## config.mk

```make
export PLATFORM = sky130hd
export DESIGN_NAME = fooart_serial_phy
export DESIGN_NICKNAME = d
export VERILOG_FILES = /design/src/rtl/fooart_serial_phy.sv
export SDC_FILE = /design/constraint.sdc
export NUM_CORES = 1
export LEC_CHECK = 0
export CORE_AREA = 2 2 132 108
export DETAILED_ROUTE_END_ITERATION = 12
export DIE_AREA = 0 0 134 110
export GPL_TIMING_DRIVEN = 0
export PLACE_DENSITY = 0.78
export SLEW_MARGIN = 15
export SYNTH_ARGS = -nofsm -noshare
export SYNTH_HDL_FRONTEND = slang
export SYNTH_SLANG_ARGS = --single-unit
export TNS_END_PERCENT = 10
```

## constraint.sdc

```tcl
create_clock -name i_clk -period 8.45 [get_ports i_clk]
set_clock_uncertainty 0.15 [all_clocks]
set_input_delay 1.69 -clock i_clk [delete_from_list [all_inputs] [get_ports i_clk]]
set_output_delay 1.69 -clock i_clk [all_outputs]
set_load 0.01 [all_outputs]
```

## src/rtl/fooart_serial_phy.sv

```systemverilog
// fooart_serial_phy: 8N1 serial PHY. RX deserialiser feeding an RX FIFO (first-word-fall-through)
// and a TX FIFO feeding a TX serialiser. Both run off a shared 16x oversample tick.
module fooart_serial_phy #(
  parameter int unsigned CLK_DIV  = 4,
  parameter int unsigned RX_DEPTH = 8,
  parameter int unsigned TX_DEPTH = 8
) (
  input  logic       i_clk,
  input  logic       i_reset_n,
  input  logic       i_rxd,
  output logic       o_txd,
  output logic [7:0] o_rx_data,
  output logic       o_rx_available,
  input  logic       i_rx_stb,
  input  logic [7:0] i_tx_data,
  input  logic       i_tx_stb,
  output logic       o_tx_full,
  output logic       o_tx_busy,
  output logic       o_rx_overrun,
  output logic       o_frame_err
);

  localparam int unsigned TickW = (CLK_DIV > 1) ? $clog2(CLK_DIV) : 1;
  localparam int unsigned RxAw  = $clog2(RX_DEPTH);
  localparam int unsigned TxAw  = $clog2(TX_DEPTH);
  localparam logic [TickW-1:0] TickLast = TickW'(CLK_DIV - 1);
  localparam logic [TickW-1:0] TickOne  = TickW'(1);
  localparam logic [RxAw:0]    RxOne    = (RxAw + 1)'(1);
  localparam logic [TxAw:0]    TxOne    = (TxAw + 1)'(1);

  typedef enum logic [2:0] {RxIdle, RxStart, RxData, RxStop, RxBreak} rx_state_e;
  typedef enum logic [1:0] {TxIdle, TxStart, TxData, TxStop} tx_state_e;

  // ---------------------------------------------------------------------------
  // Oversample tick
  // ---------------------------------------------------------------------------
  logic [TickW-1:0] tick_cnt_q, tick_cnt_d;
  logic             tick;

  assign tick = (tick_cnt_q == TickLast);

  // Free-running divider, wraps after CLK_DIV-1.
  always_comb begin
    tick_cnt_d = tick ? '0 : tick_cnt_q + TickOne;
  end

  // Tick counter register.
  always_ff @(posedge i_clk or negedge i_reset_n) begin
    if (!i_reset_n) tick_cnt_q <= '0;
    else            tick_cnt_q <= tick_cnt_d;
  end

  // ---------------------------------------------------------------------------
  // RX synchroniser and FSM
  // ---------------------------------------------------------------------------
  logic [1:0] sync_q;
  logic       rxs;
  assign rxs = sync_q[1];

  // Two-flop synchroniser, reset to the idle (high) line level.
  always_ff @(posedge i_clk or negedge i_reset_n) begin
    if (!i_reset_n) sync_q <= 2'b11;
    else            sync_q <= {sync_q[0], i_rxd};
  end

  rx_state_e  rx_state_q, rx_state_d;
  logic [3:0] rx_ph_q, rx_ph_d;
  logic [2:0] rx_n_q, rx_n_d;
  logic [7:0] rx_sh_q, rx_sh_d;
  logic       rx_push, rx_ferr;

  // RX next-state: all decisions taken on ticks using the synchronised line.
  always_comb begin
    rx_state_d = rx_state_q;
    rx_ph_d    = rx_ph_q;
    rx_n_d     = rx_n_q;
    rx_sh_d    = rx_sh_q;
    rx_push    = 1'b0;
    rx_ferr    = 1'b0;
    if (tick) begin
      case (rx_state_q)
        RxIdle: begin
          if (!rxs) begin
            rx_state_d = RxStart;
            rx_ph_d    = 4'd0;
          end
        end
        RxStart: begin
          // Re-check the line at the start-bit midpoint to reject glitches.
          if (rx_ph_q == 4'd7) begin
            if (rxs) begin
              rx_state_d = RxIdle;
            end else begin
              rx_state_d = RxData;
              rx_ph_d    = 4'd0;
              rx_n_d     = 3'd0;
            end
          end else begin
            rx_ph_d = rx_ph_q + 4'd1;
          end
        end
        RxData: begin
          if (rx_ph_q == 4'd15) begin
            rx_sh_d = {rxs, rx_sh_q[7:1]};
            rx_ph_d = 4'd0;
            if (rx_n_q == 3'd7) rx_state_d = RxStop;
            else                rx_n_d     = rx_n_q + 3'd1;
          end else begin
            rx_ph_d = rx_ph_q + 4'd1;
          end
        end
        RxStop: begin
          if (rx_ph_q == 4'd15) begin
            if (rxs) begin
              rx_push    = 1'b1;
              rx_state_d = RxIdle;
            end else begin
              rx_ferr    = 1'b1;
              rx_state_d = RxBreak;
            end
          end else begin
            rx_ph_d = rx_ph_q + 4'd1;
          end
        end
        RxBreak: begin
          if (rxs) rx_state_d = RxIdle;
        end
        default: rx_state_d = RxIdle;
      endcase
    end
  end

  // RX FSM registers.
  always_ff @(posedge i_clk or negedge i_reset_n) begin
    if (!i_reset_n) begin
      rx_state_q <= RxIdle;
      rx_ph_q    <= '0;
      rx_n_q     <= '0;
      rx_sh_q    <= '0;
    end else begin
      rx_state_q <= rx_state_d;
      rx_ph_q    <= rx_ph_d;
      rx_n_q     <= rx_n_d;
      rx_sh_q    <= rx_sh_d;
    end
  end

  // ---------------------------------------------------------------------------
  // RX FIFO (extra pointer bit distinguishes full from empty)
  // ---------------------------------------------------------------------------
  logic [7:0]  rx_mem [RX_DEPTH];
  logic [RxAw:0] rx_wp_q, rx_rp_q;
  logic        rx_empty, rx_full, rx_pop, rx_wr, rx_ovr;

  assign rx_empty = (rx_wp_q == rx_rp_q);
  assign rx_full  = (rx_wp_q[RxAw] != rx_rp_q[RxAw]) &&
                    (rx_wp_q[RxAw-1:0] == rx_rp_q[RxAw-1:0]);
  assign rx_pop   = i_rx_stb && !rx_empty;
  // A same-cycle pop frees the slot, so a push while full still lands.
  assign rx_wr    = rx_push && (!rx_full || rx_pop);
  assign rx_ovr   = rx_push && rx_full && !rx_pop;

  assign o_rx_available = !rx_empty;
  assign o_rx_data      = rx_empty ? 8'h00 : rx_mem[rx_rp_q[RxAw-1:0]];

  // RX FIFO storage.
  always_ff @(posedge i_clk) begin
    if (rx_wr) rx_mem[rx_wp_q[RxAw-1:0]] <= rx_sh_q;
  end

  // RX FIFO pointers and registered error pulses.
  always_ff @(posedge i_clk or negedge i_reset_n) begin
    if (!i_reset_n) begin
      rx_wp_q      <= '0;
      rx_rp_q      <= '0;
      o_rx_overrun <= 1'b0;
      o_frame_err  <= 1'b0;
    end else begin
      if (rx_wr)  rx_wp_q <= rx_wp_q + RxOne;
      if (rx_pop) rx_rp_q <= rx_rp_q + RxOne;
      o_rx_overrun <= rx_ovr;
      o_frame_err  <= rx_ferr;
    end
  end

  // ---------------------------------------------------------------------------
  // TX FIFO
  // ---------------------------------------------------------------------------
  logic [7:0]  tx_mem [TX_DEPTH];
  logic [TxAw:0] tx_wp_q, tx_rp_q;
  logic        tx_empty, tx_full, tx_pop, tx_wr;
  logic [7:0]  tx_head;

  assign tx_empty  = (tx_wp_q == tx_rp_q);
  assign tx_full   = (tx_wp_q[TxAw] != tx_rp_q[TxAw]) &&
                     (tx_wp_q[TxAw-1:0] == tx_rp_q[TxAw-1:0]);
  assign tx_wr     = i_tx_stb && (!tx_full || tx_pop);
  assign tx_head   = tx_mem[tx_rp_q[TxAw-1:0]];
  assign o_tx_full = tx_full;

  // TX FIFO storage.
  always_ff @(posedge i_clk) begin
    if (tx_wr) tx_mem[tx_wp_q[TxAw-1:0]] <= i_tx_data;
  end

  // TX FIFO pointers.
  always_ff @(posedge i_clk or negedge i_reset_n) begin
    if (!i_reset_n) begin
      tx_wp_q <= '0;
      tx_rp_q <= '0;
    end else begin
      if (tx_wr)  tx_wp_q <= tx_wp_q + TxOne;
      if (tx_pop) tx_rp_q <= tx_rp_q + TxOne;
    end
  end

  // ---------------------------------------------------------------------------
  // TX FSM: every bit held for 16 ticks, txd driven from a register
  // ---------------------------------------------------------------------------
  tx_state_e  tx_state_q, tx_state_d;
  logic [3:0] tx_ph_q, tx_ph_d;
  logic [2:0] tx_n_q, tx_n_d;
  logic [7:0] tx_sh_q, tx_sh_d;
  logic       txd_q, txd_d;

  // TX next-state; a pending byte at the end of a stop bit starts immediately.
  always_comb begin
    tx_state_d = tx_state_q;
    tx_ph_d    = tx_ph_q;
    tx_n_d     = tx_n_q;
    tx_sh_d    = tx_sh_q;
    txd_d      = txd_q;
    tx_pop     = 1'b0;
    if (tick) begin
      case (tx_state_q)
        TxIdle: begin
          if (!tx_empty) begin
            tx_pop     = 1'b1;
            tx_sh_d    = tx_head;
            txd_d      = 1'b0;
            tx_ph_d    = 4'd0;
            tx_state_d = TxStart;
          end
        end
        TxStart: begin
          if (tx_ph_q == 4'd15) begin
            tx_state_d = TxData;
            tx_ph_d    = 4'd0;
            tx_n_d     = 3'd0;
            txd_d      = tx_sh_q[0];
          end else begin
            tx_ph_d = tx_ph_q + 4'd1;
          end
        end
        TxData: begin
          if (tx_ph_q == 4'd15) begin
            tx_ph_d = 4'd0;
            if (tx_n_q == 3'd7) begin
              tx_state_d = TxStop;
              txd_d      = 1'b1;
            end else begin
              tx_n_d  = tx_n_q + 3'd1;
              tx_sh_d = tx_sh_q >> 1;
              txd_d   = tx_sh_q[1];
            end
          end else begin
            tx_ph_d = tx_ph_q + 4'd1;
          end
        end
        TxStop: begin
          if (tx_ph_q == 4'd15) begin
            tx_ph_d = 4'd0;
            if (!tx_empty) begin
              tx_pop     = 1'b1;
              tx_sh_d    = tx_head;
              txd_d      = 1'b0;
              tx_state_d = TxStart;
            end else begin
              tx_state_d = TxIdle;
            end
          end else begin
            tx_ph_d = tx_ph_q + 4'd1;
          end
        end
        default: tx_state_d = TxIdle;
      endcase
    end
  end

  // TX FSM registers; txd resets to the idle-high line level.
  always_ff @(posedge i_clk or negedge i_reset_n) begin
    if (!i_reset_n) begin
      tx_state_q <= TxIdle;
      tx_ph_q    <= '0;
      tx_n_q     <= '0;
      tx_sh_q    <= '0;
      txd_q      <= 1'b1;
    end else begin
      tx_state_q <= tx_state_d;
      tx_ph_q    <= tx_ph_d;
      tx_n_q     <= tx_n_d;
      tx_sh_q    <= tx_sh_d;
      txd_q      <= txd_d;
    end
  end

  assign o_txd     = txd_q;
  assign o_tx_busy = (tx_state_q != TxIdle) || !tx_empty;

endmodule

```

## Word level (Yosys, flattened, before mapping)

Memories as Yosys holds them, arrays and structs flattened.
Cells that the tools add are included.

- Flip-flop bits (word level): 58
- Memory bits (writable): 128
- Input port bits: 13
- Memories: 2
- Bits in latches: 0
- Logic and storage cells: 156
- Bits in read-only memories: 0

- Shift-type cells: 0
- Eq/ne operators: 34
- Mux-type cells: 62
- Bitwise logic cells: 0
- $add $sub $neg: 9
- Multiply operators: 0
- Div/mod/pow operators: 0
- Order comparisons: 0
- Reductions and logical operators: 32

Memories:

| name | depth | bits a word | rd ports | clocked after memory_dff | wr ports | RTL line | source |
|---|---|---|---|---|---|---|---|
| rx_mem | 8 | 8 | 1 | 0 | 1 | 151 | `logic [7:0] rx_mem [RX_DEPTH];` |
| tx_mem | 8 | 8 | 1 | 0 | 1 | 189 | `logic [7:0] tx_mem [TX_DEPTH];` |

Operators with widths:

| operator | number |
|---|---|
| 3-bit two-way mux | 14 |
| 8-bit two-way mux | 5 |
| 2-bit inequality test (second input constant) | 15 |
| 4-bit by 1-bit adder with 4-bit output (second input constant) | 6 |
| 4-bit two-way mux | 6 |
| 8-bit case mux with 3 select lines | 1 |
| 1-bit two-way mux | 21 |
| 4-bit case mux with 4 select lines | 1 |
| 3-bit case mux with 5 select lines | 1 |
| 2-bit two-way mux | 7 |
| 3-bit case mux with 2 select lines | 2 |
| 6-bit AND reduction | 2 |
| 5-bit AND reduction | 2 |
| 3-bit == test (second input constant) | 3 |
| 4-bit == test | 2 |
| 4-bit == test (second input constant) | 2 |
| 2-bit case mux with 4 select lines | 1 |
| 4-bit case mux with 2 select lines | 1 |
| 1-bit logical AND | 7 |
| 7-bit AND reduction | 1 |
| 3-bit by 1-bit adder with 3-bit output (second input constant) | 2 |
| 2-bit == test (second input constant) | 3 |
| 3-bit by 2-bit == test with 1-bit output (second input constant) | 2 |
| 3-bit == test | 2 |
| 18 further kinds | 28 |

## Logic depth before layout (Yosys ltp)

- Word-level depth: 9
- Gate-level depth with buffers: 8

## Least setup slack after synthesis

Ideal clock, no wire load.

- Path type: input to register
- From: input i_rx_stb
- To: memory rx_mem[4][0], enable pin
- Stages on the path: 4
- Buffers on the path: 0
- Arrival time: 2.825 ns
- Setup slack: 5.090 ns
- Required time: 7.915 ns
- Cell sequence: nor2_1 > a21oi_2 > nand2b_1 > nor3b_1

- Word-level cells in the longest chain between the ends: 5

RTL lines:

| what | RTL line | source |
|---|---|---|
| start: declaration | 14 | `input logic i_rx_stb,` |
| 1-bit logical AND | 158 | `assign rx_pop = i_rx_stb && !rx_empty;` |
| 1-bit logical OR | 160 | `assign rx_wr = rx_push && (!rx_full \|\| rx_pop);` |
| 1-bit logical AND | 160 |  |
| 1-bit two-way mux | 168 | `if (rx_wr) rx_mem[rx_wp_q[RxAw-1:0]] <= rx_sh_q;` |
| 1-bit two-way mux (implied by the code) | 168 |  |
| end: declaration | 151 |  |

No other way between the ends.

## Worst setup path after layout

- From: register rx_rp_q[1]
- To: output o_rx_data[2]

- Word-level cells in the longest chain between the ends: 2

RTL lines:

| what | RTL line | source |
|---|---|---|
| start: declaration | 152 | `logic [RxAw:0] rx_wp_q, rx_rp_q;` |
| start signal: assignment | 180 | `if (rx_pop) rx_rp_q <= rx_rp_q + RxOne;` |
| memory 8 x 8 bit or 4-bit == test (tied branches) | n/a |  |
| 8-bit two-way mux (*) | 164 | `assign o_rx_data = rx_empty ? 8'h00 : rx_mem[rx_rp_q[RxAw-1:0]];` |
| end: declaration | 12 | `output logic [7:0] o_rx_data,` |

Mark *: on every way between the ends. The rest lies on a longest branch, timed or not.

==> results by group <==
Run status
  – Outcome: finished, final reports clean

Synth
  – Main flop type after synthesis: edfxtp_1
  – Post-synth EDFFs: between 100 and 150
  – Ys async rst share: 0.312
  – Synth unique cells: about 60
  – Register area share after synthesis: 0.661
  – Mapped Avg Cell Area: between 15 and 20 sq um
  – Syn_nets: 530
  – Yosys warns: 0
  – Synth Register Bits: 186
  – Cell Area, Synth: 8020 sq um
  – Synth Instances: 500

Power and ir drop
  – Power Dens Cells: roughly 310 nW/um^2
  – LEAKAGE: roughly 3.5 nW
  – Flop pwr share: 0.414
  – Pint: between 1.5 and 2 mW
  – Switching share of power: 0.302
  – Psw: 862 uW
  – Combinational fraction of design power: 0.307
  – Clock power share: 0.278
  – Peak VDD IR: between 0.2 and 0.25 mV

Global route
  – Most Used Layer, Global Route: met2
  – Global-route wire length before repair: ~24,000 microns
  – GR Layer Usage met1: 0.311
  – Vias in the first global route: 4,488
  – Global route total overflow: 0
  – Initial antenna violation count: 0
  – GR met2 Demand/Resource: 0.358
  – Largest net degree at the start of global routing: 59
  – GRT Util Overall: 0.223
  – Routing usage on met3: 0.0549

Die
  – Die span in x: 134 microns
  – Core box area: 13,400 sq um
  – Die height: between 100 and 150 microns
  – FP Rows: 38
  – Full die area: 14,700 sq um
  – Starting Density: 0.600
  – I/O pin cnt: 27

STA
  – Final Hold Fails: 0
  – Setup TNS: 0 ns
  – Fin crit share: 0.538
  – Final slew viol count: 0
  – Max Fclk: between 200 and 250 MHz
  – Fin crit period: roughly 4.5 ns
  – RSZ-0062 raised after global routing: false
  – Slew HR: 0.387
  – Setup-failing EPs final: 0
  – Slew @ Worst Pin: roughly 0.91 ns

Clocking
  – Post-CTS Resized: 0
  – Clk_lat worst skew: ~0.42 ns
  – CTS Buffer Depth: 2
  – Worst-path clk slew: 0.06 ns
  – Clock sink total: 186
  – # H-tree levels: 4
  – CTS root buf: clkbuf_16
  – Postcts setup bufs: 0
  – CTS buffer count: 17
  – TritonCTS clock tree: built
  – Hold-fix buffers, CTS: 0

Placement
  – # port buffers: 26
  – Dpl cell area: approximately 8600 sq um
  – Gpl congestion: 0.857
  – Post-DP HPWL: 10000 microns
  – Dpl cells: slightly above 700

Drt
  – Routed Antenna Nets: 0
  – Total Wirelength: between 15,000 and 20,000 microns
  – Via density: 6.00
  – First drt pass iteration count: 5
  – DR iter-0 viols: between 400 and 500
  – DR WL/cell: roughly 20 microns
  – Residual DRC: 0
  – Vias: 4,466

Finish
  – Layout cells sized above 1: 0.229
  – Non-Filler Instances: approximately 740
  – Fill count: between 800 and 900
  – # diodes: 0
  – Fin util: 0.688
  – Register area: 5300 sq um
  – Final Cell Area: between 9000 and 10,000 sq um
  – Commonest cells after routing, fill and taps aside: edfxtp_1 (128), dfrtp_1 (55), nand2_1 (34)
  – Nets: about 580
  – Area of the multi-input gates: about 2600 sq um
  – Area growth, synth to finish: 14.7%
  – Most common cell after layout, fill and taps aside: edfxtp_1

Worst setup path
  – CP Launch Type: flop
  – Crit-path max FO: 10
  – Worst R2R Setup Slack: 5.49 ns
  – Crit end category: output pin
  – Worst endpoint required time: 6.61 ns
  – Critical Path AT: roughly 2.7 ns
  – CP Class: reg -> out

Job
  – Maxcap violations: 0

Min path
  – Hold WC Path Type: reg -> reg
==> sequential cells by signal, indices dropped and copies added (netlist names), 8 cells and up <==
signal	cells
rx_mem	64
tx_mem	64
rx_sh_q	8
tx_sh_q	8
==> power by group through the flow <==
stage	Combinational (mW)	Sequential (mW)	Clock (mW)
after global routing	0.958	1.19	0.836
after floorplan	0.620	1.18	0
after global placement	0.823	1.19	0
final	0.876	1.18	0.794
after detailed placement	0.878	1.20	0
after CTS	0.884	1.18	0.803
==> metal layers <==
metal,up-vias,wire length [microns]
li1,2027,-
met1,2284,6730
met2,140,7320
met3,15,793
met4,0,180
met5,-,0
==> cells in the mapped netlist (2+ instances only) <==
cell type / n / area share
nor4b_1: 2 / 0.0022
a21oi_2: 2 / 0.0022
mux2_2: 20 / 0.028
nand2b_1: 7 / 0.0055
nor3_1: 11 / 0.0069
o21a_1: 2 / 0.0019
mux2_4: 2 / 0.0037
inv_1: 12 / 0.0056
mux2i_1: 17 / 0.021
buf_2: 11 / 0.0069
xor2_1: 8 / 0.0087
a211oi_1: 2 / 0.0019
a21oi_1: 5 / 0.0031
nand3_1: 10 / 0.0062
nand2_1: 34 / 0.016
clkbuf_1: 4 / 0.0019
nor3_2: 3 / 0.0037
dfstp_2: 3 / 0.0098
ha_1: 17 / 0.027
nor2_1: 24 / 0.011
xnor2_1: 12 / 0.013
o21ai_0: 23 / 0.014
buf_6: 3 / 0.0042
o211ai_1: 3 / 0.0028
mux4_2: 28 / 0.079
dfrtp_1: 55 / 0.17
and3_1: 2 / 0.0016
mux4_1: 4 / 0.013
buf_1: 3 / 0.0014
o41ai_1: 2 / 0.0022
nor3b_1: 6 / 0.0056
nand4_1: 5 / 0.0039
edfxtp_1: 128 / 0.48
o31ai_1: 3 / 0.0028
==> cells by family after synthesis <==
logic type / count (synthesis) / synth area share
AO/OA/AOI/OAI: 53 / 0.0442
XOR/XNOR: 21 / 0.0239
adder cells (fa/ha/maj): 17 / 0.0265
buffers and inverters: 36 / 0.0220
flip-flops: 186 / 0.661
multiplexers: 71 / 0.145
AND/OR/NAND/NOR: 116 / 0.0774
==> through the flow <==
| stage | power, mW | hold WS, ns | setup slack (ns) |
|---|---|---|---|
| 3_3_place_gp | 2.01 | 0.197 | 3.74 |
| 3_5_place_dp | 2.07 | 0.197 | 4.32 |
| 4_1_cts | 2.87 | 0.206 | 3.84 |
| 5_1_grt | 2.99 | 0.214 | 3.75 |
| 2_1_floorplan | 1.80 | 0.195 | 5.09 |
| 6_report | 2.85 | 0.206 | 3.90 |
==> critical path, stage by stage (launching register included) <==
cell and delay, ns:
dfrtp_1 0.34, buf_2 0.29, clkbuf_1 0.48, mux4_2 0.39, mux2i_1 0.20, nor2_1 0.06
clkdlybuf4s50_1 0.50
==> layout make-up <==
type | count | area share
plain buffers | 23 | 0.0139
clock buffers | 22 | 0.0483
clock inverters | 10 | 0.0154
inverters | 13 | 0.00531
multi-input cells | 278 | 0.284
flip-flops and latches | 186 | 0.576
well taps | 180 | 0.0245
repair buffers | 32 | 0.0324
==> worst paths after layout <==
kind                          startpoint      endpoint  cells past startpoint
min in group asynchronous      i_reset_n    rx_rp_q[1]                      1
setup reg to reg           tx_state_q[0]  tx_mem[0][5]                      6
hold / removal                 sync_q[0]     sync_q[1]                      0
setup / recovery              rx_rp_q[1]  o_rx_data[2]                      6
hold reg to reg                sync_q[0]     sync_q[1]                      0
max in group asynchronous      i_reset_n    tx_wp_q[1]                      1
Power figures use the tool's default switching activity.
